===== src/rtl/astro_target_engine_pkg.sv =====
// Shared definitions for the astro target engine: state encoding,
// playfield bounds, bullet launch point and the hit-window helper.
package astro_pkg;

    typedef enum logic [1:0] {
        ST_IDLE = 2'd0,
        ST_PLAY = 2'd1,
        ST_WIN  = 2'd2,
        ST_LOSE = 2'd3
    } state_e;

    // Target bounce limits (inclusive).
    localparam logic [9:0] X_MIN     = 10'd10;
    localparam logic [9:0] X_MAX     = 10'd612;
    // Ship travel limits: it only steps while strictly inside these.
    localparam logic [9:0] SHIP_MIN  = 10'd30;
    localparam logic [9:0] SHIP_MAX  = 10'd610;
    localparam logic [9:0] SHIP_X0   = 10'd400;
    localparam logic [9:0] BULLET_Y0 = 10'd435;
    localparam logic [9:0] HIT_HALF  = 10'd10;
    // Target i starts at TARGET_X0 + i*TARGET_DX.
    localparam int         TARGET_X0 = 20;
    localparam int         TARGET_DX = 40;

    // |a-b| <= HIT_HALF, evaluated on 11-bit values so a+10 cannot wrap.
    function automatic logic within_hit(input logic [9:0] a, input logic [9:0] b);
        return (({1'b0, a} + {1'b0, HIT_HALF}) >= {1'b0, b}) &&
               (({1'b0, b} + {1'b0, HIT_HALF}) >= {1'b0, a});
    endfunction

endpackage


===== src/rtl/astro_target_engine_if.sv =====
// Player/game bus of the target engine.
// Timing contract: there is no valid/ready handshake. tick is a one-clock
// update enable; start and the buttons are only looked at on clocks where
// tick=1. All outputs are registered and change only on clocks where tick=1,
// except level_done, which is high for exactly the clock after a winning tick.
interface astro_target_engine_if #(
    parameter int NUM_TARGETS = 4
);
    logic                      tick;
    logic                      start;
    logic                      btn_left;
    logic                      btn_right;
    logic                      btn_fire;
    logic [9:0]                ship_x;
    logic                      bullet_active;
    logic [9:0]                bullet_x;
    logic [9:0]                bullet_y;
    logic [10*NUM_TARGETS-1:0] target_x;
    logic [NUM_TARGETS-1:0]    target_hit;
    logic [3:0]                shots_left;
    logic [7:0]                score;
    logic [1:0]                state;
    logic                      level_done;

    modport master (
        output tick, start, btn_left, btn_right, btn_fire,
        input  ship_x, bullet_active, bullet_x, bullet_y, target_x,
               target_hit, shots_left, score, state, level_done
    );

    modport slave (
        input  tick, start, btn_left, btn_right, btn_fire,
        output ship_x, bullet_active, bullet_x, bullet_y, target_x,
               target_hit, shots_left, score, state, level_done
    );
endinterface


===== src/rtl/astro_target.sv =====
// One moving target: x position, travel direction and hit flag.
// Bounces between X_MIN and X_MAX; a hit freezes it until the next load.
module astro_target
    import astro_pkg::*;
#(
    parameter int X0    = 20,
    parameter bit LEFT0 = 1'b0,
    parameter int STEP  = 2
) (
    input  logic       clk,
    input  logic       reset,
    input  logic       load,
    input  logic       step_en,
    input  logic       hit_set,
    output logic [9:0] x,
    output logic       hit
);
    logic [9:0] x_q, x_d;
    logic       left_q, left_d;
    logic       hit_q, hit_d;

    // Reload, freeze on hit, or bounce-then-step on a play tick.
    always_comb begin
        x_d    = x_q;
        left_d = left_q;
        hit_d  = hit_q;
        if (load) begin
            x_d    = 10'(X0);
            left_d = LEFT0;
            hit_d  = 1'b0;
        end else if (hit_set) begin
            hit_d = 1'b1;
        end else if (step_en && !hit_q) begin
            if ({1'b0, x_q} >= {1'b0, X_MAX}) begin
                left_d = 1'b1;
            end else if ({1'b0, x_q} <= {1'b0, X_MIN}) begin
                left_d = 1'b0;
            end
            x_d = left_d ? (x_q - 10'(STEP)) : (x_q + 10'(STEP));
        end
    end

    // Target state registers.
    always_ff @(posedge clk or posedge reset) begin
        if (reset) begin
            x_q    <= 10'(X0);
            left_q <= LEFT0;
            hit_q  <= 1'b0;
        end else begin
            x_q    <= x_d;
            left_q <= left_d;
            hit_q  <= hit_d;
        end
    end

    assign x   = x_q;
    assign hit = hit_q;
endmodule


===== src/rtl/astro_target_engine.sv =====
// Shooting-gallery engine: ship, single bullet, ammo, score, level FSM and
// hit arbitration over NUM_TARGETS bouncing targets.
module astro_target_engine
    import astro_pkg::*;
#(
    parameter int NUM_TARGETS = 4,
    parameter int AMMO        = 6,
    parameter int TARGET_Y0   = 100,
    parameter int TARGET_DY   = 50,
    parameter int TARGET_STEP = 2,
    parameter int SHIP_STEP   = 5,
    parameter int BULLET_STEP = 10
) (
    input  logic                  clk,
    input  logic                  reset,
    astro_target_engine_if.slave  bus
);
    state_e                    state_q, state_d;
    logic [9:0]                ship_x_q, ship_x_d;
    logic                      bullet_active_q, bullet_active_d;
    logic [9:0]                bullet_x_q, bullet_x_d;
    logic [9:0]                bullet_y_q, bullet_y_d;
    logic [3:0]                shots_left_q, shots_left_d;
    logic [7:0]                score_q, score_d;
    logic                      level_done_q, level_done_d;

    logic [10*NUM_TARGETS-1:0] target_x;
    logic [NUM_TARGETS-1:0]    target_hit;
    logic [NUM_TARGETS-1:0]    hit_vec;
    logic                      play_tick, load, all_hit_next, lose_next;

    assign play_tick = bus.tick && (state_q == ST_PLAY);
    assign load      = bus.tick && bus.start && (state_q != ST_PLAY);

    for (genvar g = 0; g < NUM_TARGETS; g++) begin : g_tgt
        astro_target #(
            .X0    (TARGET_X0 + TARGET_DX * g),
            .LEFT0 ((g % 2) == 1),
            .STEP  (TARGET_STEP)
        ) u_tgt (
            .clk     (clk),
            .reset   (reset),
            .load    (load),
            .step_en (play_tick),
            .hit_set (hit_vec[g]),
            .x       (target_x[g*10 +: 10]),
            .hit     (target_hit[g])
        );
    end

    // One-hot hit select on pre-tick coordinates; lowest index wins.
    always_comb begin
        hit_vec = '0;
        for (int i = NUM_TARGETS - 1; i >= 0; i--) begin
            if (play_tick && bullet_active_q && !target_hit[i] &&
                within_hit(bullet_x_q, target_x[i*10 +: 10]) &&
                within_hit(bullet_y_q, 10'(TARGET_Y0 + i * TARGET_DY))) begin
                hit_vec    = '0;
                hit_vec[i] = 1'b1;
            end
        end
        all_hit_next = &(target_hit | hit_vec);
    end

    // Ship, bullet, ammo and score updates.
    always_comb begin
        ship_x_d        = ship_x_q;
        bullet_active_d = bullet_active_q;
        bullet_x_d      = bullet_x_q;
        bullet_y_d      = bullet_y_q;
        shots_left_d    = shots_left_q;
        score_d         = score_q;
        if (load) begin
            ship_x_d        = SHIP_X0;
            bullet_active_d = 1'b0;
            shots_left_d    = 4'(AMMO);
            if (state_q == ST_LOSE) begin
                score_d = 8'd0;
            end
        end else if (play_tick) begin
            if (bus.btn_right && !bus.btn_left && (ship_x_q < SHIP_MAX)) begin
                ship_x_d = ship_x_q + 10'(SHIP_STEP);
            end else if (bus.btn_left && !bus.btn_right && (ship_x_q > SHIP_MIN)) begin
                ship_x_d = ship_x_q - 10'(SHIP_STEP);
            end
            if (|hit_vec) begin
                bullet_active_d = 1'b0;
                if (score_q != 8'hFF) begin
                    score_d = score_q + 8'd1;
                end
            end else if (bullet_active_q) begin
                if (bullet_y_q < 10'(BULLET_STEP)) begin
                    bullet_active_d = 1'b0;
                end else begin
                    bullet_y_d = bullet_y_q - 10'(BULLET_STEP);
                end
            end else if (bus.btn_fire && (shots_left_q != 4'd0)) begin
                bullet_active_d = 1'b1;
                bullet_x_d      = ship_x_q;
                bullet_y_d      = BULLET_Y0;
                shots_left_d    = shots_left_q - 4'd1;
            end
        end
        lose_next = (shots_left_d == 4'd0) && !bullet_active_d && !all_hit_next;
    end

    // Level FSM next state; a win outranks running out of ammo.
    always_comb begin
        state_d      = state_q;
        level_done_d = 1'b0;
        case (state_q)
            ST_PLAY: begin
                if (play_tick) begin
                    if (all_hit_next) begin
                        state_d      = ST_WIN;
                        level_done_d = 1'b1;
                    end else if (lose_next) begin
                        state_d = ST_LOSE;
                    end
                end
            end
            default: begin
                if (load) begin
                    state_d = ST_PLAY;
                end
            end
        endcase
    end

    // FSM state and datapath registers.
    always_ff @(posedge clk or posedge reset) begin
        if (reset) begin
            state_q         <= ST_IDLE;
            ship_x_q        <= SHIP_X0;
            bullet_active_q <= 1'b0;
            bullet_x_q      <= 10'd0;
            bullet_y_q      <= 10'd0;
            shots_left_q    <= 4'(AMMO);
            score_q         <= 8'd0;
            level_done_q    <= 1'b0;
        end else begin
            state_q         <= state_d;
            ship_x_q        <= ship_x_d;
            bullet_active_q <= bullet_active_d;
            bullet_x_q      <= bullet_x_d;
            bullet_y_q      <= bullet_y_d;
            shots_left_q    <= shots_left_d;
            score_q         <= score_d;
            level_done_q    <= level_done_d;
        end
    end

    // Drive registered results onto the bus.
    always_comb begin
        bus.state         = state_q;
        bus.ship_x        = ship_x_q;
        bus.bullet_active = bullet_active_q;
        bus.bullet_x      = bullet_x_q;
        bus.bullet_y      = bullet_y_q;
        bus.target_x      = target_x;
        bus.target_hit    = target_hit;
        bus.shots_left    = shots_left_q;
        bus.score         = score_q;
        bus.level_done    = level_done_q;
    end
endmodule


===== src/flat_wrapper.sv =====
// flat-port wrapper written by rule: the top's interface ports become plain ports
module astro_target_engine_flat import astro_pkg::*;
#(
    parameter int NUM_TARGETS = 4,
    parameter int AMMO        = 6,
    parameter int TARGET_Y0   = 100,
    parameter int TARGET_DY   = 50,
    parameter int TARGET_STEP = 2,
    parameter int SHIP_STEP   = 5,
    parameter int BULLET_STEP = 10
)
  (clk, reset, bus_tick, bus_start, bus_btn_left, bus_btn_right, bus_btn_fire, bus_ship_x, bus_bullet_active, bus_bullet_x, bus_bullet_y, bus_target_x, bus_target_hit, bus_shots_left, bus_score, bus_state, bus_level_done);
  astro_target_engine_if #(.NUM_TARGETS(NUM_TARGETS)) bus_i ();
  input  logic clk;
  input  logic reset;
  input wire logic [$bits(bus_i.tick)-1:0] bus_tick;
  input wire logic [$bits(bus_i.start)-1:0] bus_start;
  input wire logic [$bits(bus_i.btn_left)-1:0] bus_btn_left;
  input wire logic [$bits(bus_i.btn_right)-1:0] bus_btn_right;
  input wire logic [$bits(bus_i.btn_fire)-1:0] bus_btn_fire;
  output wire logic [$bits(bus_i.ship_x)-1:0] bus_ship_x;
  output wire logic [$bits(bus_i.bullet_active)-1:0] bus_bullet_active;
  output wire logic [$bits(bus_i.bullet_x)-1:0] bus_bullet_x;
  output wire logic [$bits(bus_i.bullet_y)-1:0] bus_bullet_y;
  output wire logic [$bits(bus_i.target_x)-1:0] bus_target_x;
  output wire logic [$bits(bus_i.target_hit)-1:0] bus_target_hit;
  output wire logic [$bits(bus_i.shots_left)-1:0] bus_shots_left;
  output wire logic [$bits(bus_i.score)-1:0] bus_score;
  output wire logic [$bits(bus_i.state)-1:0] bus_state;
  output wire logic [$bits(bus_i.level_done)-1:0] bus_level_done;
  assign bus_i.tick = bus_tick;
  assign bus_i.start = bus_start;
  assign bus_i.btn_left = bus_btn_left;
  assign bus_i.btn_right = bus_btn_right;
  assign bus_i.btn_fire = bus_btn_fire;
  assign bus_ship_x = bus_i.ship_x;
  assign bus_bullet_active = bus_i.bullet_active;
  assign bus_bullet_x = bus_i.bullet_x;
  assign bus_bullet_y = bus_i.bullet_y;
  assign bus_target_x = bus_i.target_x;
  assign bus_target_hit = bus_i.target_hit;
  assign bus_shots_left = bus_i.shots_left;
  assign bus_score = bus_i.score;
  assign bus_state = bus_i.state;
  assign bus_level_done = bus_i.level_done;
  astro_target_engine #(.NUM_TARGETS(NUM_TARGETS), .AMMO(AMMO), .TARGET_Y0(TARGET_Y0), .TARGET_DY(TARGET_DY), .TARGET_STEP(TARGET_STEP), .SHIP_STEP(SHIP_STEP), .BULLET_STEP(BULLET_STEP)) u_core (.clk(clk), .reset(reset), .bus(bus_i));
endmodule

===== config.mk =====
export PLATFORM = sky130hd
export DESIGN_NAME = astro_target_engine_flat
export DESIGN_NICKNAME = d
export VERILOG_FILES = /design/src/rtl/astro_target_engine_pkg.sv /design/src/rtl/astro_target_engine_if.sv /design/src/rtl/astro_target.sv /design/src/rtl/astro_target_engine.sv /design/src/flat_wrapper.sv
export SDC_FILE = /design/constraint.sdc
export NUM_CORES = 1
export LEC_CHECK = 0
export BUFFER_PORTS_ARGS = -buffer_cell sky130_fd_sc_hd__buf_2
export CORE_UTILIZATION = 40
export DETAILED_ROUTE_END_ITERATION = 8
export MAX_ROUTING_LAYER = met4
export SYNTH_ARGS = -nofsm -noshare
export SYNTH_HDL_FRONTEND = slang
export SYNTH_SLANG_ARGS = --single-unit
export TNS_END_PERCENT = 20

===== constraint.sdc =====
create_clock -name clk -period 9.72 [get_ports clk]
set_clock_uncertainty 0.2 [all_clocks]
set_input_delay 0.486 -clock clk [delete_from_list [all_inputs] [get_ports clk]]
set_output_delay 0.486 -clock clk [all_outputs]
set_load 0.005 [all_outputs]

## After elaboration in Yosys (flattened, before gate mapping)

Index checks and enable logic that the tools add are counted.

- Bits in registers: 94
- Bits in latches: 0
- Bits in writable memories: 0
- ROM bits: 0
- Input port bits: 7
- Logic and storage cells: 243
- Memories kept: 0

- $add $sub $neg: 19
- Multiply operators: 0
- Div/mod/pow operators: 0
- $lt $le $gt $ge: 27
- Equal/unequal tests: 12
- Shifts and indexed selects: 0
- Multiplexer cells: 91
- Bitwise gates (word level): 4
- Reductions and logical operators: 70

Operator list:

| operator | number |
|---|---|
| $mux 10 | 23 |
| $ge 11x10->1 | 8 |
| $add 10x4->11 const B | 6 |
| $mux 1 | 49 |
| $add 10x2->10 const B | 4 |
| $ge 10x10->1 const B | 4 |
| $le 10x4->1 const B | 4 |
| $mux 8 | 5 |
| $sub 10x2->10 const B | 4 |
| $mux 4 | 9 |
| $logic_and 1x1->1 | 35 |
| $ge 11x8->1 const B | 3 |
| $reduce_bool 2->1 | 13 |
| $ge 8x10->1 const A | 2 |
| $ne 2x2->1 const B | 6 |
| $ge 11x7->1 const B | 1 |
| $add 10x3->10 const B | 1 |
| $ge 7x10->1 const A | 1 |
| $ge 9x10->1 const A | 1 |
| $gt 10x5->1 const B | 1 |
| $lt 10x10->1 const B | 1 |
| $lt 10x4->1 const B | 1 |
| $mux 2 | 5 |
| $reduce_and 2->1 | 5 |
| 19 further kinds | 31 |

## Logic depth before layout (Yosys ltp)

Gate-level depths: netlist of run 1.

- Depth in word-level cells: 21
- Gate-level depth with buffers: 15
- Mapped depth without buffers: 15

## By module

Synthesis of run 1 repeated with hierarchy kept, for this count alone.

- Cell total of the unflattened synthesis: 1,078
- Area, all modules: 8,993.6 sq um

Modules (own cells, without submodules):

| module | instances | cells each | area each (sq um) | sequential area each (sq um) |
|---|---|---|---|---|
| astro_target_engine | 1 | 691 | 5,597.9 | 1,157.4 |
| astro_target (u_core.g_tgt[2].u_tgt) | 1 | 103 | 877.1 | 279.0 |
| astro_target (u_core.g_tgt[0].u_tgt) | 1 | 99 | 857.1 | 277.8 |
| astro_target (u_core.g_tgt[3].u_tgt) | 1 | 96 | 848.3 | 280.3 |
| astro_target (u_core.g_tgt[1].u_tgt) | 1 | 89 | 813.3 | 281.5 |

## Least setup slack after synthesis of run 1

No wires, ideal clock.

- Path type: reg-to-reg
- Start point: reg u_core.g_tgt[0].u_tgt.x_q[2]
- End point: reg u_core.g_tgt[0].u_tgt.x_q[9]
- Library setup time: 0.104 ns
- Arrival time: 3.453 ns
- Required time: 9.416 ns
- Setup slack: 5.963 ns
- Cell stages (with the launch flop): 16
- Clock period less this slack: 3.757 ns
- Path through: dfstp_2 -> inv_1 -> ha_1 -> a211oi_1 -> o22ai_1 -> nand3_1 -> o21a_1 -> ha_1 -> a21o_1 -> a21oi_1 -> o21bai_1 -> a2111oi_0 -> nor3_1 -> xor2_1 -> or4_1 -> o311ai_1

- Word-level cells in the longest chain between the ends: 10
- Elaborated cells between the ends (all ways): 22
- Classes of those cells: 3 x add/sub; 4 x order compare; 1 x eq/ne; 10 x mux; 4 x reduce/logical

Ends and longest elaborated chain:

| item | line | RTL |
|---|---|---|
| from (decl) | astro_target.sv:18 | `logic [9:0] x_q, x_d;` |
| from (signal assigned) | astro_target.sv:46 | `x_q <= 10'(X0);` |
| parallel branches: the longest is 10 deep, another holds $add 10x4->11 | -- |  |

Several ways; the timed one is not identified. The select of a mux whose other input is x is not followed.
A chain may end at the register's enable or synchronous reset.

## Worst setup path after layout of run 1

- Start point: reg u_core.bullet_x_q[2], in the netlist u_core.bus.bullet_x[2]
- End point: reg u_core.g_tgt[0].u_tgt.x_q[9]

- Word-level cells in the longest chain between the ends: 10
- Elaborated cells between the ends (all ways): 21
- Classes of those cells: 1 x add/sub; 6 x order compare; 1 x eq/ne; 3 x mux; 10 x reduce/logical

Ends and longest elaborated chain:

| item | line | RTL |
|---|---|---|
| from (decl) | astro_target_engine.sv:21 | `logic [9:0] bullet_x_q, bullet_x_d;` |
| from (signal assigned) | astro_target_engine.sv:145 | `bullet_x_q <= bullet_x_d;` |
| $add 10x4->11 | astro_target_engine_pkg.sv:27 | `return (({1'b0, a} + {1'b0, HIT_HALF}) >= {1'b0, b}) &&` |
| $ge 11x10->1 | astro_target_engine_pkg.sv:27 |  |
| $logic_and 1x1->1 | astro_target_engine_pkg.sv:27 |  |
| $logic_and 1x1->1 | astro_target_engine.sv:55 | `if (play_tick && bullet_active_q && !target_hit[i] &&` |
| $logic_and 1x1->1 | astro_target_engine.sv:56 | `within_hit(bullet_x_q, target_x[i*10 +: 10]) &&` |
| $mux 4 (2 in series) | astro_target_engine.sv:55 |  |
| $mux 4 (*) | astro_target_engine.sv:55 |  |
| $ne 2x2->1 (no source line) (*) | -- |  |
| $reduce_and 2->1 (no source line) (*) | -- |  |

Every way passes the cells marked *; elsewhere a longest branch is shown, timed or not.

==> results of run 1 <==
## stage by stage
stage                     setup slack (ns)  total power [mW]  hold slack [ns]  instance area (um^2)  util (%)
final                                 5.39              3.78            0.278                  9440      46.1
after global routing                  5.08              4.24            0.305                  9440      46.1
after CTS                             5.43              3.80            0.282                  9440      46.1
after detailed placement              5.43              3.41            0.242                  9130      44.5
after global placement                5.57              3.37            0.241                  9130      44.5
after floorplan                       5.96              2.74            0.258                  8480         -
## where the power goes
group	internal, mW	switching (mW)	leakage, nW
Combinational	1.15	1.41	3.11
Clock	0.204	0.169	0.145
Sequential	0.560	0.293	1.09
## placed cells by master (no fill, tap or decap), types with 5 or more instances in the layout
cell / n
sky130_fd_sc_hd__a22oi_1: 5
sky130_fd_sc_hd__nand3_1: 22
sky130_fd_sc_hd__nor2_1: 52
sky130_fd_sc_hd__nand4_1: 14
sky130_fd_sc_hd__nand2_1: 86
sky130_fd_sc_hd__clkbuf_16: 9
sky130_fd_sc_hd__nand2b_1: 12
sky130_fd_sc_hd__and3_1: 7
sky130_fd_sc_hd__o21bai_1: 8
sky130_fd_sc_hd__ha_1: 119
sky130_fd_sc_hd__nor2b_1: 5
sky130_fd_sc_hd__o31ai_1: 17
sky130_fd_sc_hd__mux2i_1: 12
sky130_fd_sc_hd__a21oi_1: 68
sky130_fd_sc_hd__nor4_1: 9
sky130_fd_sc_hd__a31oi_1: 12
sky130_fd_sc_hd__a21o_1: 18
sky130_fd_sc_hd__a211oi_1: 17
sky130_fd_sc_hd__or3_1: 7
sky130_fd_sc_hd__or4_1: 8
sky130_fd_sc_hd__o211ai_1: 11
sky130_fd_sc_hd__a22o_1: 5
sky130_fd_sc_hd__dfrtp_1: 71
sky130_fd_sc_hd__and2_1: 5
sky130_fd_sc_hd__o21a_1: 12
sky130_fd_sc_hd__xor2_1: 17
sky130_fd_sc_hd__o21ai_0: 57
sky130_fd_sc_hd__fa_1: 5
sky130_fd_sc_hd__buf_2: 92
sky130_fd_sc_hd__inv_1: 78
sky130_fd_sc_hd__o21ai_1: 6
sky130_fd_sc_hd__nor3_1: 28
sky130_fd_sc_hd__dfstp_2: 19
sky130_fd_sc_hd__xnor2_1: 60
## cell families after synthesis
family / Yosys count / synth area share (%)
AOI/OAI and AO/OA: 288 / 22.7
xor gates and xnor gates: 77 / 7.96
adders and majority gates: 124 / 18.8
muxes: 14 / 1.68
DFF: 90 / 26.9
and+or+nand+nor: 275 / 16.2
other: 1 / 0.0443
buffers and inverters: 116 / 5.77
## cell type report
type                       count  area share, %
clock buffer                  10           2.43
clock inverter                 6          0.795
inverter                      80           3.21
multi-input combinational    782           60.7
sequential                    90           24.1
tap                          270           3.58
timing repair buffer          96           5.22
## metal layers
metal  track usage (%)  vias up
met5                 -        -
met4              5.10        0
met3              3.98       26
met2              34.1      171
met1              30.9     3519
li1                  -     3752
## registers in the layout, summed over array words and instances (netlist names)
signal	count
u_core.bus.ship_x	10
u_core.bus.bullet_active	1
u_core.g_tgt.u_tgt.hit	4
u_core.bus.bullet_y	10
u_core.bus.shots_left	4
u_core.bus.bullet_x	10
u_core.bus.state	2
u_core.bus.level_done	1
u_core.g_tgt.u_tgt.left_q	4
u_core.g_tgt.u_tgt.x	36
u_core.bus.score	8
## worst min-delay path, delay by kind of cell (launching register included)
family,cells,cell delay (ns)
AOI/OAI and AO/OA,1,0.06
DFF,1,0.37
and+or+nand+nor,1,0.04
## worst max path at each step
stage / slack [ns] / end / cells past startpoint
floorplan: 5.96 / u_core.g_tgt[0].u_tgt.x[9]$_DFFE_PP0P_ / 15
global placement: 5.57 / u_core.g_tgt[0].u_tgt.x[9]$_DFFE_PP0P_ / 12
detailed placement: 5.43 / u_core.g_tgt[0].u_tgt.x[9]$_DFFE_PP0P_ / 12
CTS: 5.43 / u_core.g_tgt[0].u_tgt.x[9]$_DFFE_PP0P_ / 12
global route: 5.08 / u_core.g_tgt[0].u_tgt.x[9]$_DFFE_PP0P_ / 12
finish: 5.39 / u_core.g_tgt[0].u_tgt.x[9]$_DFFE_PP0P_ / 12
## timing repair
item | 4_1_cts | 5_1_grt
hold endpoints to repair | 17 | 0
endpoints found under the setup margin | 0 | 0
hold buffers | 1 | 0
==> metrics.md, run 1 <==
| Metric | Value |
|---|---|
| Run status | completed |
| Cells along the critical path | ha_1, o21ai_0, or3_1, xnor2_1, ha_1, o211a_1, a2111oi_0, a221oi_2, o211a_1, a211o_1, or4_1, o311ai_1 |
| Reported leakage power | between 4 and 5 nW |
| Standard cell core area | 0.0205 mm^2 |
| Area of the mapped netlist | about 0.0085 mm^2 |
| Number of antenna cells inserted | 0 |
| Area enclosed by the die boundary | 0.0218 mm^2 |
| Synthesis-stage register bit count | 90 |
| Number of setup buffers added after CTS | 0 |
| Proportion of synthesized chip area in sequential cells | a little over a quarter |
| First DRT Iteration DRCs | 472 |
| Number of H-tree levels | 3 |
| Cell types with the largest area share after synthesis | sky130_fd_sc_hd__dfrtp_1 21%, sky130_fd_sc_hd__ha_1 18%, sky130_fd_sc_hd__xnor2_1 6.2% |
| Filler instances | just over 2000 |
| Final Hold Violating Endpoints | 0 |
| Largest fanout on the critical path | 20 |
| Count of final max-slew check failures | 0 |
| IO Port Bufs | just over 90 |
| DR vias/cell | about 5.6 |
| Worst relative slew slack | 37.5% |
| Horizontal extent of the die | 148 um |
| Area added between synthesis and finish | 11.4% |
| Global-route wire length before repair | 37.5 mm |
| Wl on met1 | between 10 and 15 mm |
| Endpoint of the worst hold-timing path | u_core.g_tgt[3].u_tgt.left_q$_DFFE_PP1P_ |
| Number of enable-type register cells in the synthesized netlist | 0 |
| Final ANT Viol Nets | 0 |
| Number of core rows | 52 |
| Biggest cell delay along the critical path | between 0.5 and 0.6 ns |
| Number of warnings printed during yosys synthesis | 0 |
| Worst Setup Start Kind | flip-flop |
| Count leader, synth | sky130_fd_sc_hd__ha_1 |
| Final setup violation count | 0 |
| End of the worst register-to-register path | u_core.g_tgt[0].u_tgt.x[9]$_DFFE_PP0P_ |
| Number of cells on the worst reg-to-reg path | 12 |
| Final setup TNS | 0 ns |
| Routed wire per std cell | ~17 um |
| Y dimension of the die | approximately 150 um |
| Power density over the cells | roughly 400 mW/mm^2 |
| Total number of clock tree sinks | 90 |
| Drt drc | 0 |
| Worst hold path startpoint | u_core.g_tgt[3].u_tgt.left_q$_DFFE_PP1P_ |
| Fraction of registers with async set/reset | between 90% and 100% |
| Total gr overflow | 0 |
| Root buffer cell | sky130_fd_sc_hd__clkbuf_16 |
| RSZ-0062 raised after global routing | false |
| Register area | roughly 0.0023 mm^2 |
| Critical path class | flip-flop to flip-flop |
| Data required time of the critical path | between 9 and 10 ns |
| Final layout net count | around 1200 |
| Top cell types by occurrence after synthesis | 119 x sky130_fd_sc_hd__ha_1, 86 x sky130_fd_sc_hd__nand2_1, 79 x sky130_fd_sc_hd__inv_1 |
| Source-to-sink clock delay at the later pin of the worst-skew pair | between 0.3 and 0.4 ns |
| Buffering stage count on the worst path with inverters included | 0 |
| Count of maximum capacitance violations | 0 |
| Routed wl met2 | 10.4 mm |
| Met3 routed WL | between 1 and 1.5 mm |
| Post-route non-filler standard cell count | between 1000 and 1500 |
| Maximum clock insertion buffer count | 2 |
| Worst Hold Path Cells | 2 |
| Top-Level Pins | 97 |
| Post-synth top area share | between 20% and 30% |
| Routed wire length | between 20 and 25 mm |
| Clock tree from TritonCTS | yes |
| Max Clock Freq | ~230 MHz |
| Arrival time at the worst endpoint | between 4 and 5 ns |
| Gate count of the mapped netlist | about 990 |
| Final critical-path share of the clock period | ~45% |
| Most used flip-flop cell after synthesis | sky130_fd_sc_hd__dfrtp_1 |
| Fraction of layout cells with a size suffix above 1 | 14.0% |
| Initial antenna violation count | 0 |
| Hpwl dp | between 15 and 20 mm |
| Synth Area per Inst | about 8.6 um^2 |
| Cell count after placement | 1317 |
| Vias | 7468 |
| Worst-Margin Slew | between 0.9 and 1 ns |
| Kind of capture point of the worst setup path | flip-flop |
| Vias in the first global route | ~7000 |
| Resized cells post-CTS | 0 |
| CTS clock-pin slew for the worst setup and hold paths | ~0.070 ns |
| Overall Global Routing Usage | between 20% and 30% |
| Unique cell type count in the Yosys netlist | 74 |
| Min Tclk post-route | about 4.3 ns |
| Number of detailed-route iterations in the first pass | 5 |
| Critical path origin | u_core.bus.bullet_x[2]$_DFFE_PP0P_ |
| Total CTS buffers | 9 |
| Routability congestion estimate from global placement | a little over 0.9 |
| Worst Hold Class | flip-flop to flip-flop |
| Cell taking the most area after synthesis | sky130_fd_sc_hd__dfrtp_1 |
| Pin count of the biggest net entering global routing | 73 |
| Reg-to-reg setup timing slack | 5.39 ns |
| Top routing layer in use | met4 |
| Reg2reg start | u_core.bus.bullet_x[2]$_DFFE_PP0P_ |
| Starting utilization of the core area | between 40% and 50% |
| Combined area of the multi-input logic cells | 0.00573 mm^2 |
| Maximum VDD drop | 249 uV |
| Cell family with most CP delay | compound AO/OA/AOI/OAI gates |
| Cell with the biggest individual delay on the critical path | sky130_fd_sc_hd__a2111oi_0 |
Note: power is estimated with default switching activity, not from simulation.
==> run 2: changes to the inputs <==
==> constraint.sdc (replaced) <==
create_clock -name clk -period 3.9 [get_ports clk]
set_clock_uncertainty 0.2 [all_clocks]
set_input_delay 0.195 -clock clk [delete_from_list [all_inputs] [get_ports clk]]
set_output_delay 0.195 -clock clk [all_outputs]
set_load 0.005 [all_outputs]
==> metrics.md, run 2 (same netlist as run 1, synthesis figures left out) <==
| Metric | Value |
|---|---|
| IO Port Bufs | 92 |
| Maximum clock insertion buffer count | 2 |
| Relative contribution of combinational cells to total power | a little under three quarters |
| Worst-Margin Slew | between 0.8 and 0.9 ns |
| Total gr overflow | 0 |
| Root buffer cell | sky130_fd_sc_hd__clkbuf_16 |
| Count of maximum capacitance violations | 0 |
| Fraction of power consumed by the clock network | under 10% |
| Routed wire length | roughly 24 mm |
| Kind of capture point of the worst setup path | flip-flop |
| Biggest cell delay along the critical path | 0.42 ns |
| Final critical-path share of the clock period | between 90% and 100% |
| Number of H-tree levels | 3 |
| RSZ-0062 raised after global routing | true |
| Area enclosed by the die boundary | approximately 0.022 mm^2 |
| Fraction of layout cells with a size suffix above 1 | between 20% and 30% |
| Max Clock Freq | ~270 MHz |
| Initial antenna violation count | 0 |
| Reported leakage power | between 4 and 5 nW |
| Overall Global Routing Usage | a little under a quarter |
| Drt drc | 0 |
| Horizontal extent of the die | roughly 150 um |
| Number of core rows | between 50 and 60 |
| Number of detailed-route iterations in the first pass | 5 |
| Switching power summed over all nets | a little under 5 mW |
| Final Hold Violating Endpoints | 0 |
| Arrival time at the worst endpoint | about 3.9 ns |
| Global-route wire length before repair | around 38 mm |
| Min Tclk post-route | ~3.8 ns |
| Worst Setup Start Kind | flip-flop |
| Pin count of the biggest net entering global routing | 37 |
| Power density over the cells | 1010 mW/mm^2 |
| Cell internal pwr | roughly 5.2 mW |
| Data required time of the critical path | ~4.0 ns |
| Area added between synthesis and finish | 19.1% |
| Starting utilization of the core area | roughly two fifths |
| Worst relative slew slack | between 40% and 50% |
| Clock tree from TritonCTS | yes |
| Source-to-sink clock delay at the later pin of the worst-skew pair | 0.36 ns |
| Final-layout worst hold slack | 0.106 ns |
| Switching part of the total power | between 40% and 50% |
| DR vias/cell | approximately 5.6 |
| Cell with the biggest individual delay on the critical path | sky130_fd_sc_hd__dfrtp_1 |
| Routed wire per std cell | approximately 17 um |
| Cell family with most CP delay | compound AO/OA/AOI/OAI gates |
| Largest fanout on the critical path | 6 |
| Maximum VDD drop | about 600 uV |
| Standard cell core area | 0.0205 mm^2 |
| Sequential fraction of design power | a little under a fifth |
| Number of antenna cells inserted | 0 |
| Run status | completed |
| First DRT Iteration DRCs | 485 |
| Top-Level Pins | 97 |
| Placed cell areas | around 0.0095 mm^2 |
| Y dimension of the die | about 150 um |
| Buffering stage count on the worst path with inverters included | 3 |
| Number of flip-flops in the largest register | 36 |
| Worst Hold Class | input pin to flip-flop |
| Total number of clock tree sinks | 90 |
| CTS clock-pin slew for the worst setup and hold paths | 0.08 ns |
| Vias | between 7000 and 8000 |
| Final layout net count | 1255 |
| Final Instance Area | ~0.010 mm^2 |
| Vias in the first global route | between 7000 and 8000 |
| Critical path class | flip-flop to flip-flop |
| Routability congestion estimate from global placement | 0.885 |
| Leading cell type in the layout, fill and taps excluded | sky130_fd_sc_hd__ha_1 |
| Highest-count cells in the layout ignoring fill and taps | 118 x sky130_fd_sc_hd__ha_1, 92 x sky130_fd_sc_hd__buf_2, 86 x sky130_fd_sc_hd__nand2_1 |
| Cells along the critical path | ha_2, o21ai_2, buf_4, or3_4, xnor2_2, ha_1, o211a_1, o211ai_1, a21o_1, a221oi_2, o21a_1, buf_4, o21ai_2, buf_6, a2111oi_4, mux2i_1 |
| Final ANT Viol Nets | 0 |
| Count of final max-slew check failures | 0 |
| Final setup violation count | 0 |
| Hpwl dp | between 15 and 20 mm |
| Total CTS buffers | 9 |
-- run 2: changes by cell type in the layout (fill, tap and decap cells not counted), moves of 3 or more --
cell	before	now
sky130_fd_sc_hd__a2111oi_0	4	1
sky130_fd_sc_hd__a211oi_1	17	12
sky130_fd_sc_hd__a211oi_2	1	6
sky130_fd_sc_hd__buf_4	3	65
sky130_fd_sc_hd__o21ai_0	57	53
-- run 2: repair_timing --
action / in CTS / in global routing
endpoints found under the hold margin: 34 / 0
hold buffers: 1 / 0
cloned: 0 / 1
setup buffers: 0 / 8
setup endpoints to repair: 6 / 39
resized for setup: 6 / 36
pin swaps: 1 / 21
-- run 2: power groups by stage --
stage | sequential (mW) | clock, mW | combinational (mW)
2_1_floorplan | 1.90 | 0 | 4.93
3_3_place_gp | 1.94 | 0 | 6.85
3_5_place_dp | 1.95 | 0 | 7.00
4_1_cts | 1.94 | 0.924 | 7.07
5_1_grt | 2.02 | 0.960 | 8.24
6_report | 1.95 | 0.904 | 7.29
-- run 2: stage by stage --
stage	setup TNS, ns	utilization [%]	worst slack, ns	cells	power [mW]
CTS	0	48.2	0.00458	1390	9.93
finish	0	49.2	0.133	1399	10.1
global route	-0.263	49.2	-0.0818	1399	11.2
global placement	0	46.6	0.00307	1373	8.79
detailed placement	-0.250	46.6	-0.129	1373	8.95
floorplan	0	-	0.143	988	6.83
-- run 2: worst paths after layout --
| path | start | end | slack, ns | depth (start not counted) |
|---|---|---|---|---|
| max | u_core.bus.bullet_x[2]$_DFFE_PP0P_ | u_core.bus.score[7]$_DFFE_PP0P_ | 0.13 | 16 |
| min | bus_start | u_core.g_tgt[0].u_tgt.hit$_DFFE_PP0P_ | 0.11 | 4 |
| max reg2reg | u_core.bus.bullet_x[2]$_DFFE_PP0P_ | u_core.bus.score[7]$_DFFE_PP0P_ | 0.13 | 16 |
| min reg2reg | u_core.g_tgt[3].u_tgt.left_q$_DFFE_PP1P_ | u_core.g_tgt[3].u_tgt.left_q$_DFFE_PP1P_ | 0.29 | 2 |
| max in group asynchronous | reset | u_core.g_tgt[2].u_tgt.x[2]$_DFFE_PP1P_ | 2.47 | 4 |
| min in group asynchronous | reset | u_core.bus.score[6]$_DFFE_PP0P_ | 0.19 | 3 |
-- run 2: cell type report --
class / count / area (um^2)
timing repair buffer: 160 / 981
clock inverter: 6 / 55.1
clock buffer: 10 / 239
tap: 270 / 338
fill: 2010 / 10400
multi-input combinational: 783 / 5900
inverter: 80 / 303
sequential: 90 / 2280
-- run 2: tightest hold or removal path, cell delays in order --
cell,delay [ns]
sky130_fd_sc_hd__buf_2,0.13
sky130_fd_sc_hd__nand2_1,0.12
sky130_fd_sc_hd__nor2b_4,0.08
sky130_fd_sc_hd__nor2_1,0.10
-- run 2: metal layers --
| metal | vias up | global-route usage (%) | part of all wire [%] |
|---|---|---|---|
| met4 | 0 | 6.55 | 2.2 |
| met3 | 34 | 3.80 | 4.6 |
| met5 | - | - | 0 |
| met2 | 200 | 35.5 | 46 |
| li1 | 3871 | - | - |
| met1 | 3742 | 30.4 | 47 |
